## src/rtl/keystroke_cipher_pkg.sv

```systemverilog
// Shared types and scan-code constants for the keystroke cipher controller.
package keystroke_cipher_pkg;

  typedef enum logic [2:0] {
    IDLE  = 3'd0,
    SKIP  = 3'd1,
    ENC   = 3'd2,
    HELD  = 3'd3,
    BREAK = 3'd4,
    WAIT  = 3'd5
  } state_t;

  localparam logic [7:0] SCAN_EXT   = 8'hE0;
  localparam logic [7:0] SCAN_BREAK = 8'hF0;

endpackage

```

## src/rtl/cipher_fifo.sv

```systemverilog
// Show-ahead 8-bit ciphertext FIFO with sticky overflow flag.
module cipher_fifo #(
  parameter int DEPTH = 8
) (
  input  logic                     clk,
  input  logic                     rst_n,
  input  logic                     push,
  input  logic [7:0]               din,
  input  logic                     pop,
  output logic [7:0]               dout,
  output logic                     valid,
  output logic [$clog2(DEPTH):0]   count,
  output logic                     overflow
);

  localparam int AW = $clog2(DEPTH);
  localparam logic [AW:0] FULL_CNT = (AW+1)'(DEPTH);

  logic [7:0]    mem [DEPTH];
  logic [AW-1:0] rd_ptr, wr_ptr;
  logic          pop_ok, push_ok;

  // A pop frees a slot in the same cycle, so a full FIFO still takes a push then.
  assign pop_ok  = pop && (count != '0);
  assign push_ok = push && ((count != FULL_CNT) || pop_ok);
  assign valid   = (count != '0);
  assign dout    = mem[rd_ptr];

  always_ff @(posedge clk) begin
    if (push_ok) mem[wr_ptr] <= din;
  end

  always_ff @(posedge clk or negedge rst_n) begin
    if (!rst_n) begin
      rd_ptr   <= '0;
      wr_ptr   <= '0;
      count    <= '0;
      overflow <= 1'b0;
    end else begin
      if (pop_ok)  rd_ptr <= rd_ptr + 1'b1;
      if (push_ok) wr_ptr <= wr_ptr + 1'b1;
      if (push && !push_ok) overflow <= 1'b1;
      case ({push_ok, pop_ok})
        2'b10:   count <= count + 1'b1;
        2'b01:   count <= count - 1'b1;
        default: ;
      endcase
    end
  end

endmodule

```

## src/rtl/keystroke_cipher_ctrl.sv

```systemverilog
// Turns PS/2 make/break sequences into one cipher request per keystroke,
// buffers results, and holds the rotor-advance level after each release.
module keystroke_cipher_ctrl
  import keystroke_cipher_pkg::*;
#(
  parameter int FIFO_DEPTH  = 8,
  parameter int WAIT_CYCLES = 5000
) (
  input  logic                          CLOCK_50,
  input  logic                          reset_n,
  input  logic [7:0]                    i_scan_data,
  input  logic                          i_scan_en,
  output logic [7:0]                    o_plain_code,
  output logic                          o_plain_ext,
  output logic                          o_enc_start,
  input  logic [7:0]                    i_enc_data,
  input  logic                          i_enc_valid,
  output logic                          o_rotate,
  // Ciphertext stream: an entry leaves on a cycle with o_ct_valid && i_ct_ready;
  // o_ct_data holds the head entry and stays stable until that pop.
  output logic [7:0]                    o_ct_data,
  output logic                          o_ct_valid,
  input  logic                          i_ct_ready,
  output logic [$clog2(FIFO_DEPTH):0]   o_ct_count,
  output logic                          o_overflow,
  output logic [2:0]                    o_state
);

  localparam logic [15:0] WAIT_LAST = 16'(WAIT_CYCLES - 1);

  state_t      state;
  logic        ext_flag;
  logic        brk_pending;
  logic [15:0] wait_cnt;
  logic        scan_brk;
  logic        enc_push;

  assign scan_brk = i_scan_en && (i_scan_data == SCAN_BREAK);
  assign enc_push = (state == ENC) && i_enc_valid;
  assign o_state  = state;

  always_ff @(posedge CLOCK_50 or negedge reset_n) begin
    if (!reset_n) begin
      state        <= IDLE;
      o_plain_code <= 8'h00;
      o_plain_ext  <= 1'b0;
      o_enc_start  <= 1'b0;
      o_rotate     <= 1'b0;
      ext_flag     <= 1'b0;
      brk_pending  <= 1'b0;
      wait_cnt     <= '0;
    end else begin
      o_enc_start <= 1'b0;
      case (state)
        IDLE: begin
          if (i_scan_en) begin
            if (i_scan_data == SCAN_EXT) begin
              ext_flag <= 1'b1;
            end else if (i_scan_data == SCAN_BREAK) begin
              state <= SKIP;
            end else begin
              o_plain_code <= i_scan_data;
              o_plain_ext  <= ext_flag;
              ext_flag     <= 1'b0;
              brk_pending  <= 1'b0;
              o_enc_start  <= 1'b1;
              state        <= ENC;
            end
          end
        end
        SKIP: begin
          if (i_scan_en) begin
            ext_flag <= 1'b0;
            state    <= IDLE;
          end
        end
        ENC: begin
          // A release seen while the engine is busy skips the HELD phase.
          if (scan_brk) brk_pending <= 1'b1;
          if (i_enc_valid) begin
            brk_pending <= 1'b0;
            state       <= (brk_pending || scan_brk) ? BREAK : HELD;
          end
        end
        HELD: begin
          if (scan_brk) state <= BREAK;
        end
        BREAK: begin
          if (i_scan_en && (i_scan_data == o_plain_code)) begin
            wait_cnt <= '0;
            o_rotate <= 1'b1;
            state    <= WAIT;
          end
        end
        WAIT: begin
          if (wait_cnt == WAIT_LAST) begin
            o_rotate <= 1'b0;
            state    <= IDLE;
          end else begin
            wait_cnt <= wait_cnt + 1'b1;
          end
        end
        default: state <= IDLE;
      endcase
    end
  end

  cipher_fifo #(
    .DEPTH(FIFO_DEPTH)
  ) u_fifo (
    .clk      (CLOCK_50),
    .rst_n    (reset_n),
    .push     (enc_push),
    .din      (i_enc_data),
    .pop      (i_ct_ready),
    .dout     (o_ct_data),
    .valid    (o_ct_valid),
    .count    (o_ct_count),
    .overflow (o_overflow)
  );

endmodule
```

## config.mk

```make
export PLATFORM = sky130hd
export DESIGN_NAME = keystroke_cipher_ctrl
export DESIGN_NICKNAME = d
export VERILOG_FILES = /design/src/rtl/keystroke_cipher_pkg.sv /design/src/rtl/cipher_fifo.sv /design/src/rtl/keystroke_cipher_ctrl.sv
export SDC_FILE = /design/constraint.sdc
export NUM_CORES = 1
export LEC_CHECK = 0
export BUFFER_PORTS_ARGS = -buffer_cell sky130_fd_sc_hd__clkbuf_2
export CORE_MARGIN = 4
export CORE_UTILIZATION = 40
export DETAILED_ROUTE_END_ITERATION = 10
export GPL_TIMING_DRIVEN = 0
export PLACE_DENSITY = 0.68
export SYNTH_ARGS = -nofsm -noshare
export SYNTH_HDL_FRONTEND = slang
export SYNTH_SLANG_ARGS = --single-unit
```

## constraint.sdc

```tcl
create_clock -name CLOCK_50 -period 4.8 [get_ports CLOCK_50]
set_input_delay 0.24 -clock CLOCK_50 [delete_from_list [all_inputs] [get_ports CLOCK_50]]
set_output_delay 0.24 -clock CLOCK_50 [all_outputs]
set_load 0.1 [all_outputs]
```

Word-level counts from Yosys, hierarchy flattened
Memories as Yosys holds them, arrays and structs flattened.
Cells that the tools add are included.

word-level totals
  bits in registers = 43
  bits in writable memories = 64
  input port bits = 21
  output and inout bits = 28
  logic and storage cells = 97
  memories kept = 1

memory list
  memory      depth  bits a word  read ports  clocked after Yosys merged registers in  wr ports  line               source
  u_fifo.mem  8      8            1           0                                        1         cipher_fifo.sv:19  logic [7:0] mem [DEPTH];

cells by class
  $add $sub $neg = 5
  eq/ne operators = 23
  mux-type cells = 33
  bitwise gates (word level) = 2
  reduce and logical (&&, ||, !) cells = 21

operators by type and width
  operator                                                                  number
  16-bit 2-to-1 mux                                                         2
  16-bit one-hot mux with 2 select lines                                    1
  3-bit 2-to-1 mux                                                          8
  2-bit inequality test (second input constant)                             9
  3-bit one-hot mux with 6 select lines                                     1
  16-bit by 1-bit adder with 16-bit output (second input constant)          1
  16-bit by 13-bit equality test with 1-bit output (second input constant)  1
  8-bit equality test (second input constant)                               2
  1-bit 2-to-1 mux                                                          16
  8-bit equality test                                                       1
  4-bit one-hot mux with 2 select lines                                     1
  4-bit AND reduction                                                       2
  2-bit nonzero test                                                        4
  7-bit AND reduction                                                       1
  3-bit by 1-bit adder with 3-bit output (second input constant)            2
  3-bit by 2-bit equality test with 1-bit output (second input constant)    2
  3-bit equality test (second input constant)                               2
  1-bit logical AND                                                         6
  3-bit inequality test (second input constant)                             2
  1-bit one-hot mux with 2 select lines                                     3
  3-bit AND reduction                                                       2
  5-bit AND reduction                                                       1
  4-bit by 1-bit adder with 4-bit output (second input constant)            1
  4-bit inequality test (second input constant)                             1
  10 further kinds                                                          12

Longest topological paths before layout
  depth in word-level cells = 6
  mapped depth = 8
  mapped depth without buffers = 8

Hierarchy
Synthesis repeated with hierarchy kept, for this count alone.

second synthesis, totals
  cells, all modules = 354
  area, all modules = 4978.5 um^2

modules (own cells, without submodules)
  module                 times used  cells an instance  area an instance (um^2)  seq. area each (um^2)
  cipher_fifo            1           161                3161.8                   2197.1
  keystroke_cipher_ctrl  1           193                1816.7                   800.8

Worst setup path after synthesis
OpenSTA, ideal clock, no wires.

  path type = reg2reg
  start point = reg u_fifo.count[0]
  end point = reg u_fifo.count[3]
  setup time = 0.159 ns
  arrival = 2.833 ns
  data required time = 4.641 ns
  path slack = 1.808 ns
  cell stages (with the launch flop) = 9
  buffers on the path = 0
  clock period less this slack = 2.992 ns
  path through = dfrtp_1 > or4_4 > nand2_1 > nor2_1 > ha_1 > a21o_1 > a21oi_1 > mux2i_1 > xnor2_1

between the ends
  cells in the longest elaborated chain, start to end = 6
  elaborated cells between the ends (all ways) = 11
  classes of those cells = add/sub: 2; eq/ne: 3; mux: 1; reduce/logical: 5

RTL lines
  item                                                                                          line                         source
  start: declaration                                                                            cipher_fifo.sv:12            output logic [$clog2(DEPTH):0] count,
  start signal: assignment                                                                      cipher_fifo.sv:44            2'b10: count <= count + 1'b1;
  start signal: assignment                                                                      cipher_fifo.sv:45            2'b01: count <= count - 1'b1;
  4-bit nonzero test *                                                                          --
  net o_ct_valid                                                                                keystroke_cipher_ctrl.sv:22  output logic o_ct_valid,
  1-bit logical AND *                                                                           cipher_fifo.sv:24            assign pop_ok = pop && (count != '0);
  1-bit logical OR                                                                              cipher_fifo.sv:25            assign push_ok = push && ((count != FULL_CNT) || pop_ok);
  1-bit logical AND                                                                             cipher_fifo.sv:25
  2-bit by 1-bit equality test with 1-bit output / 2-bit equality test (equally long branches)  cipher_fifo.sv:43            case ({push_ok, pop_ok})
  4-bit one-hot mux with 2 select lines / 2-bit nonzero test (equally long branches)            --

Mark *: on every way through the listed nets, which the timed path passes. The rest lies on a longest branch.
A chain may end at the register's enable or synchronous reset.

Final worst setup path
  start point = reg u_fifo.rd_ptr[1]
  end point = out o_ct_data[0]

between the ends
  cells in the longest elaborated chain, start to end = 1

RTL lines
  item                      line                         source
  start: declaration        cipher_fifo.sv:20            logic [AW-1:0] rd_ptr, wr_ptr;
  start signal: assignment  cipher_fifo.sv:40            if (pop_ok) rd_ptr <= rd_ptr + 1'b1;
  memory 8 x 8 bit          --
  end: declaration          keystroke_cipher_ctrl.sv:21  output logic [7:0] o_ct_data,

Every way passes these cells.

==> flow_summary.toml <==
[synth]
most_used_standard_cells_in_the_synthesized_netlist = "edfxtp_1, dfrtp_1, nor2_1"
synth-edff-count = 64
ys_seq_elements = 107
yosysTopAreaCell = "edfxtp_1"
netlist_top_cells_area = "edfxtp_1, dfrtp_1, mux4_2, mux2_2, o31ai_1"
primary_flip_flop_cell_chosen_by_synthesis_mapping = "edfxtp_1"
yosysSeqAreaShare_pct = 61.83
post-synth-top-count-cell = "edfxtp_1"
synth_cells = 337
netlist_area_um2 = 4848
async_flop_share_pct = 40.19
ys_warnings = 0
postSynthNetCount = 364
netlist.area_leader.share_pct = 39.64
post_synth.cell_area_avg_um2 = 14.39
synthDistinctLibCells = 56

[routing]
drt.antenna.violating_nets = 0
drc = 0
dr_total_vias = 3019
dr.first_iter.drc_count = 254
drt-total-wl_um = 9516
wire_per_inst_um = 17.43
detailed_router_iteration_count_before_antenna_repair = 4
detail_route.vias_per_cell = 5.529

[grt]
global_route.overflow_total = 0
grt_antenna_before_repair = 0
globalRouteTotalUtil_pct = 14.50
vias_in_the_first_global_route = 3101
grt_max_degree = 44
grt_first_pass_wirelength_um = 15840

[placed_design]
gp_congestion = 0.8034
postPlaceCellArea_um2 = 5275
port-buffer-count = 48
post-dp-hpwl_um = 6583

[critical_path]
regToRegEndpoint = "u_fifo.mem[0][4]$_DFFE_PP_"
crit_path_start_kind = "flop"
critPathKind = "flop to primary output"
setup.worst_path.end_class = "primary output"
worst-endpoint-arrival_ns = 2.82
worst-endpoint-required_ns = 4.56
ff2ff_path_depth = 6
cp_max_fo = 10
timing.critical_path.to = "o_ct_data[0]"
r2r_start = "o_state[2]$_DFFE_PN0P_"
setup.worst_path.start = "u_fifo.rd_ptr[1]$_DFFE_PN0P_"
r2r_slack_ns = 2.15

[timing]
worst_clk_skew_ns = 0.01028
slew_headroom_pct = 28.52
finalSetupTns_ns = 0
hold_fails_final_rpt = 0
maxClockFrequency_mhz = 327.2
report.final.setup_viol = 0
unrepaired_setup_endpoints_after_global_routing = "no"
worst-slew-pin-transition_ns = 1.072
layout_worst_path_cycle_share_pct = 63.67
finalCriticalPeriod_ns = 3.056
drv_slew = 0

[clock_network]
clkSlewWorstSetupHoldPaths_ns = 0.08
clkLatencyLatePin_ns = 0.35
post_cts_buffers = 0
clock_tree.htree_level_count = 3
cts_max_path_buffers = 2
cts_sinks = 107
tritoncts = "built"
cts-hold-fix-buffers = 0
cts_inserted_buffers = 9
cts_root_buf = "clkbuf_16"
ctsResizeCount = 0

[pwr]
power.static_leakage_nw = 2.219
vdd_drop_max_v = 0.0002194
post_route_total_power_w = 0.002972
p_per_area_nw_per_um2 = 533.4

[floorplanning]
start_util_pct = 41.57
num_rows = 39
die-height_um = 118.1
io_pins = 49
dieArea_um2 = 13950
floorplan.die.width_um = 118.1
core_area_um2 = 11660

[min_path]
worstHoldPathType = "input port to async pin"

[final_layout]
multiInputGateArea_um2 = 1765
final_nets = 425
diodes = 0
stdcell_area_um2 = 5572
layout.area.seq_um2 = 2998
share_of_post_route_cells_with_drive_strength_above_1_pct = 29.28
n_fill_cell = 1031
synthToLayoutAreaGrowth_pct = 14.92

[flow_run]
max-cap-violations = 0

[outcome]
run_status = "finished, final reports clean"
==> cells in the final DEF (no fill, tap or decap), types with 6 or more instances in the layout <==
master,Yosys,routed
inv_1,8,8
xnor2_1,7,7
clkbuf_2,0,48
and2_1,6,6
nand2b_1,6,6
clkbuf_16,0,9
edfxtp_1,64,64
and3_1,6,6
nor3_1,11,11
mux4_2,16,16
o31ai_1,11,11
nor2_1,21,21
dfrtp_1,43,43
xor2_1,8,8
nand4_1,7,7
mux2_2,20,20
o21ai_0,10,10
nand2_1,20,20
==> state kept, by name (all words and copies together), names as in the netlist <==
| signal | cells |
|---|---|
| wait_cnt | 16 |
| o_plain_ext | 1 |
| o_enc_start | 1 |
| u_fifo.count | 4 |
| u_fifo.wr_ptr | 3 |
| brk_pending | 1 |
| o_rotate | 1 |
| o_plain_code | 8 |
| u_fifo.overflow | 1 |
| u_fifo.rd_ptr | 3 |
| u_fifo.mem | 64 |
| o_state | 3 |
| ext_flag | 1 |
==> layer usage <==
metal | GRT usage, % | part of all wire [%] | up-vias
met5 | 0 | 0 | -
met4 | 5.275 | 1.5 | 0
met3 | 4.661 | 5.5 | 14
met2 | 22.44 | 47 | 87
met1 | 19.17 | 45 | 1488
li1 | - | - | 1430
==> worst min-delay path by stage <==
stage	to	cells after the start	from
2_1_floorplan	brk_pending$_DFFE_PN0P_	0	reset_n
3_3_place_gp	u_fifo.overflow$_DFFE_PN0P_	1	u_fifo.overflow$_DFFE_PN0P_
3_5_place_dp	u_fifo.overflow$_DFFE_PN0P_	1	u_fifo.overflow$_DFFE_PN0P_
4_1_cts	wait_cnt[12]$_DFFE_PN0P_	1	reset_n
5_1_grt	u_fifo.mem[2][7]$_DFFE_PP_	1	i_enc_data[7]
6_report	wait_cnt[14]$_DFFE_PN0P_	1	reset_n
==> stage by stage <==
stage	cells	hold slack (ns)	utilization, %	setup WS (ns)
after floorplan	337	-0.05559	-	1.808
after global placement	528	0.4503	45.17	1.896
after detailed placement	529	0.4512	45.23	1.907
after CTS	545	0.1193	47.71	1.702
after global routing	546	0.1550	47.77	1.603
final	546	0.06544	47.77	1.744
==> kinds of logic after synthesis <==
| group | synth area share [%] |
|---|---|
| flip-flops | 61.83 |
| AND/OR/NAND/NOR | 11.15 |
| multiplexers | 12.90 |
| adder cells (fa/ha/maj) | 1.703 |
| AO/OA/AOI/OAI | 7.949 |
| XOR/XNOR | 2.710 |
| buffers and inverters | 1.755 |
==> where the power goes <==
| part | switching [W] | internal, W | total, W |
|---|---|---|---|
| sequential | 0.0000707 | 0.00104 | 0.00111 |
| combinational | 0.000824 | 0.000330 | 0.00115 |
| clock | 0.000346 | 0.000365 | 0.000710 |
| total | 0.00124 | 0.00173 | 0.00297 |
==> cell type report <==
class / count / share of cell area (%)
Buffer: 11 / 0.9881
Clock buffer: 9 / 4.042
Clock inverter: 7 / 1.145
Inverter: 8 / 0.5390
Multi-Input combinational cell: 211 / 31.69
Sequential cell: 107 / 53.81
Tap cell: 143 / 3.211
Timing Repair Buffer: 50 / 4.581
==> critical path, stage by stage, from the launching register on <==
cell and delay, ns:
dfrtp_1 0.35, clkbuf_1 0.44, clkbuf_1 0.59, mux4_2 0.40
mux2_2 0.30, clkbuf_2 0.38
Note: power is estimated with default switching activity, not from simulation.
